[src/rtl/adc_sample_buffer.sv]
// Elastic sample buffer for one ADC channel: a small FIFO that waits for a
// priming level, then streams one sample per cycle with a valid strobe.
// Overflow (dropped write) and underflow (ran dry while streaming) are sticky.
module adc_sample_buffer #(
  parameter int DATA_W      = 16,
  parameter int DEPTH       = 16,
  parameter int PRIME_LEVEL = 4
) (
  input  logic                       clk,
  input  logic                       rstn,
  input  logic [DATA_W-1:0]          din,
  input  logic                       din_valid,
  input  logic                       dout_ready,
  output logic [DATA_W-1:0]          dout,
  output logic                       dout_valid,
  output logic [$clog2(DEPTH):0]     level,
  output logic                       streaming,
  output logic                       overflow,
  output logic                       underflow
);

  localparam int AW = $clog2(DEPTH);
  localparam logic [AW:0] FULL_CNT  = (AW+1)'(DEPTH);
  localparam logic [AW:0] PRIME_CNT = (AW+1)'(PRIME_LEVEL);

  typedef enum logic {PRIME, STREAM} state_t;

  state_t            state, state_next;
  logic [DATA_W-1:0] mem [DEPTH];
  logic [AW-1:0]     wr_ptr, rd_ptr;
  logic [AW:0]       count;
  logic              full, empty, we, re, underflow_evt;

  // Full/empty come from the registered count, so a read in the same cycle
  // never frees a slot for a write into a full FIFO.
  assign full      = (count == FULL_CNT);
  assign empty     = (count == '0);
  assign we        = din_valid & ~full;
  assign re        = (state == STREAM) & dout_ready & ~empty;
  assign level     = count;
  assign streaming = (state == STREAM);

  // Next-state logic: prime until enough words are buffered, fall back when
  // the consumer wants data and there is none.
  always_comb begin
    state_next    = state;
    underflow_evt = 1'b0;
    case (state)
      PRIME: begin
        if (count >= PRIME_CNT) state_next = STREAM;
      end
      STREAM: begin
        if (empty && dout_ready) begin
          underflow_evt = 1'b1;
          state_next    = PRIME;
        end
      end
      default: state_next = PRIME;
    endcase
  end

  // Sample storage; contents are not cleared by reset since pointers are.
  always_ff @(posedge clk) begin
    if (we) mem[wr_ptr] <= din;
  end

  // Control: pointers, occupancy, state and sticky flags.
  always_ff @(posedge clk) begin
    if (!rstn) begin
      wr_ptr    <= '0;
      rd_ptr    <= '0;
      count     <= '0;
      state     <= PRIME;
      overflow  <= 1'b0;
      underflow <= 1'b0;
    end else begin
      state <= state_next;
      if (we) wr_ptr <= wr_ptr + AW'(1);
      if (re) rd_ptr <= rd_ptr + AW'(1);
      case ({we, re})
        2'b10:   count <= count + (AW+1)'(1);
        2'b01:   count <= count - (AW+1)'(1);
        default: count <= count;
      endcase
      if (din_valid && full) overflow  <= 1'b1;
      if (underflow_evt)     underflow <= 1'b1;
    end
  end

  // Output register: valid one cycle after a read is issued, data held otherwise.
  always_ff @(posedge clk) begin
    if (!rstn) begin
      dout       <= '0;
      dout_valid <= 1'b0;
    end else begin
      dout_valid <= re;
      if (re) dout <= mem[rd_ptr];
    end
  end

endmodule

[config.mk]
export PLATFORM = sky130hd
export DESIGN_NAME = adc_sample_buffer
export DESIGN_NICKNAME = d
export VERILOG_FILES = /design/src/rtl/adc_sample_buffer.sv
export SDC_FILE = /design/constraint.sdc
export NUM_CORES = 1
export LEC_CHECK = 0
export ABC_AREA = 1
export BUFFER_PORTS_ARGS = -buffer_cell sky130_fd_sc_hd__buf_2
export CAP_MARGIN = 20
export CORE_MARGIN = 1.5
export CORE_UTILIZATION = 49
export CTS_CLUSTER_SIZE = 24
export DETAILED_ROUTE_END_ITERATION = 16
export GPL_TIMING_DRIVEN = 1
export PLACE_DENSITY = 0.7
export SLEW_MARGIN = 20
export SYNTH_ARGS = -nofsm -noshare
export SYNTH_HDL_FRONTEND = slang
export SYNTH_SLANG_ARGS = --single-unit
[constraint.sdc]
create_clock -name clk -period 2.85 [get_ports clk]
set_clock_uncertainty 0.2 [all_clocks]
set_input_delay 0.855 -clock clk [delete_from_list [all_inputs] [get_ports clk]]
set_output_delay 0.855 -clock clk [all_outputs]
set_load 0.1 [all_outputs]
* After elaboration in Yosys (flattened, before gate mapping)
Memories as Yosys holds them, arrays and structs flattened. A register that Yosys moved wholly into a read port is not among the register bits.
Cells that the tools add are included.
** Word-level totals
- Flip-flop bits (word level) :: 17
- Bits in writable memories :: 256
- Output and inout bits :: 25
- Memories kept :: 1
** Memories
- mem :: depth 16, bits a word 16, rd ports 1, clocked after memory_dff 1, wr ports 1, RTL line 29 : logic [DATA_W-1:0] mem [DEPTH];
** Cells by class
- Add/subtract/negate cells :: 4
- $lt $le $gt $ge :: 1
- Eq/ne operators :: 3
- Multiplexer cells :: 8
- Bitwise gates (word level) :: 6
- Reduce and logical (&&, ||, !) cells :: 5
** Operators with widths (count)
- $pmux 5 s2 :: 1
- $add 4x1->4 const B :: 2
- $mux 1 :: 6
- $add 5x1->5 const B :: 1
- $eq 5x5->1 const B :: 1
- $ge 5x3->1 const B :: 1
- $logic_not 5->1 :: 1
- $sub 5x1->5 const B :: 1
- $and 1x1->1 :: 3
- $not 1->1 :: 3
- $eq 2x1->1 const B :: 1
- $eq 2x2->1 const B :: 1
- $logic_and 1x1->1 :: 2
- $pmux 1 s2 :: 1
- $reduce_bool 2->1 :: 1
- $logic_not 1->1 :: 1

* Logic depth before layout (Yosys ltp)
- Word-level depth :: 5
- Mapped depth :: 17
- Gate-level depth less buffers :: 15

* Least setup slack after synthesis
OpenSTA, ideal clock, no wires.
- Path type :: reg-to-reg
- Start point :: reg count[0], in the netlist level[0]
- End point :: reg count[4], in the netlist level[4]
- Library setup time :: 71 ps
- Arrival :: 2828 ps
- Data required time :: 2579 ps
- Setup slack :: -249 ps
- Stages on the path, launching flop included :: 18
- Path through :: dfxtp_1 > nor2_1 > nand3_1 > nand2_2 > inv_2 > buf_4 > ha_1 > clkbuf_2 > xor2_1 > ha_1 > inv_1 > nand2_1 > nand3_1 > nand2_1 > nand2_1 > nand2_1 > nand2_1 > a21oi_1
** On the way
- Word-level cells in the longest chain between the ends :: 5
- Elaborated cells between the ends (all ways) :: 12
- Classes of those cells :: add/sub: 2; eq/ne: 3; mux: 1; bitwise: 4; reduce/logical: 2
** RTL lines
- start: declaration :: RTL line 31 : logic [AW:0] count;
- start signal: assignment :: RTL line 81 : 2'b10: count <= count + (AW+1)'(1);
- start signal: assignment :: RTL line 82 : 2'b01: count <= count - (AW+1)'(1);
- start signal: assignment :: RTL line 83 : default: count <= count;
- $logic_not 5->1 * :: RTL line 37 : assign empty = (count == '0);
- $not 1->1 * :: RTL line 39 : assign re = (state == STREAM) & dout_ready & ~empty;
- $and 1x1->1 * :: RTL line 39
- via re :: RTL line 32 : logic full, empty, we, re, underflow_evt;
- $eq 2x1->1 / $eq 2x2->1 (equally long branches) :: RTL line 80 : case ({we, re})
- $pmux 5 s2 / $reduce_bool 2->1 (equally long branches)
Mark *: on every way through the listed nets, which the timed path passes. The rest lies on a longest branch.
A chain may end at the register's enable or synchronous reset.

* Worst setup path after layout
- Start point :: reg count[4], in the netlist level[4]
- End point :: out level[4]
** RTL lines
- end: declaration :: RTL line 16 : output logic [$clog2(DEPTH):0] level,
No word-level cell between the ends.

==> run summary <==
Initial Utilization: 50.2%
Share of layout cells above drive strength 1: 11.8%
Reg2Reg Depth: 15
DRT iter0 DRCs: 860
WL final: 27.4 mm
Remaining antenna violation count after routing: 0
H-tree depth: 1
Syn nets: 1247
Global placement routability congestion: 0.867
Pins Over Slew Limit: 0
Kind of critical path: flip-flop to primary output
Setup repair bufs after CTS: 0
Global Route Usage Sum: 21.6%
Inserted Clock Buffers: 29
# rows: 57
First-pass GRT wire length: 43.1 mm
WHS Path Cells: 2
Commonest cells after routing, fill and taps aside: nand2_1 (365), edfxtp_1 (256), nand3_1 (186)
Die area: 26000 um^2
Area share of the largest cell type after synthesis: 62.5%
Distinct cells, synth: 24
HP Start: overflow$_SDFFE_PN0P_
Clock latency on the worst-skew pair: 0.55 ns
Clock sinks: 289
Final-report hold violation count: 0
Minimum clock period: 2.44 ns
Pin count of the biggest net entering global routing: 108
Wirelength per Cell: 17.0 um
Slew margin rel.: 51.5%
CTS tree: done
CP Capture Type: primary output
Root Buffer: clkbuf_16
Initial antenna violation count: 0
Cells after Synth: 1219
Vias in the first global route: 7907
IO buf count: 44
FF-to-FF Start: level[0]$_SDFFE_PN0P_
Clk slew on worst S/H paths: 0.06 ns
Hold Path Class: flip-flop to flip-flop
Critical path depth in cells: 1
Fmax: 0.410 GHz
Worst Path Required: 1.80 ns
Nets: 1299
Overflow after GRT: 0
Yosys warning total: 0
LEAKAGE: 5.89 nW
Register area share after synthesis: 67.9%
Hold Buf Count CTS: 0
Actual slew at the worst max-slew pin: 0.723 ns
Via count: 8338
Core area: 24500 um^2
# Max-Cap Violations: 0
Worst Path Max Fanout: 7
Worst vdd ir: 0.607 mV
Worst hold slack: 0.250 ns
Die W: 161 um
Syn avg cell area: 10.1 um^2
ANT cells: 0
DRC viols: 0
Fin crit share: 85.5%
Largest area contributor in the netlist: edfxtp_1
Pwr Density: 718 nW/um^2
Clock Tree Buf Depth: 3
Post-CTS Resized: 0
Worst path top cell family by delay: buffers and inverters
CP startpoint: level[4]$_SDFFE_PN0P_
CP Launch Type: flip-flop
WP buf/inv: 1
Crit-path slowest cell: buf_2
Post-route setup TNS: 0 ns
Final setup vio count: 0
Top post-synthesis cells by area: edfxtp_1 (63%), nand2_1 (11%), nand3_1 (7.6%), dfxtp_1 (5.4%), inv_1 (5.1%)
Post-synthesis register bit count: 289
CP Cell Sequence: buf_2
Crit-path max cell delay: 0.45 ns
Hpwl dp: 16.7 mm
Via-per-instance ratio: 5.15
Top Ports: 45
Die H: 161 um
Post-Syn Area: 12300 um^2
Status: finished clean
Commonest non-fill, non-tap cell in the layout: nand2_1
DRT Pass-1 Iters: 5
Area growth syn-to-layout: 13.4%
Filler instances: 2035
Crit path DAT: 1.38 ns
RSZ-0062 raised after global routing: false
-- final timing paths --
| check | to | slack (ns) |
|---|---|---|
| hold / removal | overflow$_SDFFE_PN0P_ | 0.25 |
| setup reg to reg | level[4]$_SDFFE_PN0P_ | 0.58 |
| hold reg to reg | overflow$_SDFFE_PN0P_ | 0.25 |
| setup / recovery | level[4] | 0.41 |
-- per-stage QoR --
stage / power (mW) / util (%) / instance area (um^2) / worst slack, ns / std cells
6_report: 10.0 / 57.0 / 13900 / 0.413 / 1618
2_1_floorplan: 6.04 / - / 12300 / 0.106 / 1219
3_5_place_dp: 6.42 / 53.2 / 13000 / 0.215 / 1564
3_3_place_gp: 6.40 / 53.2 / 13000 / 0.213 / 1564
5_1_grt: 10.4 / 57.0 / 13900 / 0.372 / 1618
4_1_cts: 10.1 / 57.0 / 13900 / 0.397 / 1618
-- final cells by class --
class / count / area (um^2) / share of cell area, %
Clock buffer: 45 / 856 / 6.14
Multi-Input combinational cell: 700 / 3050 / 21.9
Sequential cell: 289 / 8360 / 60.0
Timing Repair Buffer: 80 / 553 / 3.97
Clock inverter: 9 / 78.8 / 0.565
Tap cell: 324 / 405 / 2.91
Inverter: 171 / 643 / 4.61
-- cells by family (layout without fill, tap and decap cells) --
group	after synthesis	count (layout)	synth area share (%)
XOR/XNOR	4	4	0.285
AO/OA/AOI/OAI	33	33	1.36
adder cells (fa/ha/maj)	8	8	0.814
buffers and inverters	230	305	7.61
AND/OR/NAND/NOR	655	655	22.0
flip-flops	289	289	67.9
-- report_power, final --
| part | switching [mW] | internal, mW | leakage (nW) |
|---|---|---|---|
| Combinational | 1.18 | 0.371 | 2.84 |
| Clock | 1.53 | 2.15 | 0.457 |
| Sequential | 0.0643 | 4.72 | 2.58 |
| Total | 2.77 | 7.24 | 5.89 |
-- per-layer routing --
metal  share of wire, %  global-route usage (%)  up-vias
li1                   -                       -     4059
met1                 44                    30.7     3956
met2                 46                    34.2      278
met3                7.8                    4.37       45
met4                2.2                    5.51        0
met5                  0                       0        -
-- cell usage after synthesis, drive strengths merged --
master and n:
a21boi 1, xor2 4, nand4 1, a21oi 7, ha 8, nand3 186, nor2 99, clkinv 2
clkbuf 16, o21ai 25, nor3 2, nand2 366, dfxtp 33, buf 43, inv 169, edfxtp 256
nand3b 1
-- registers in the layout, summed over array words and instances, names as in the netlist, 4 cells and up --
signal,count
mem,256
dout,16
level,5
wr_ptr,4
rd_ptr,4
(Power assumes the default switching activity.)
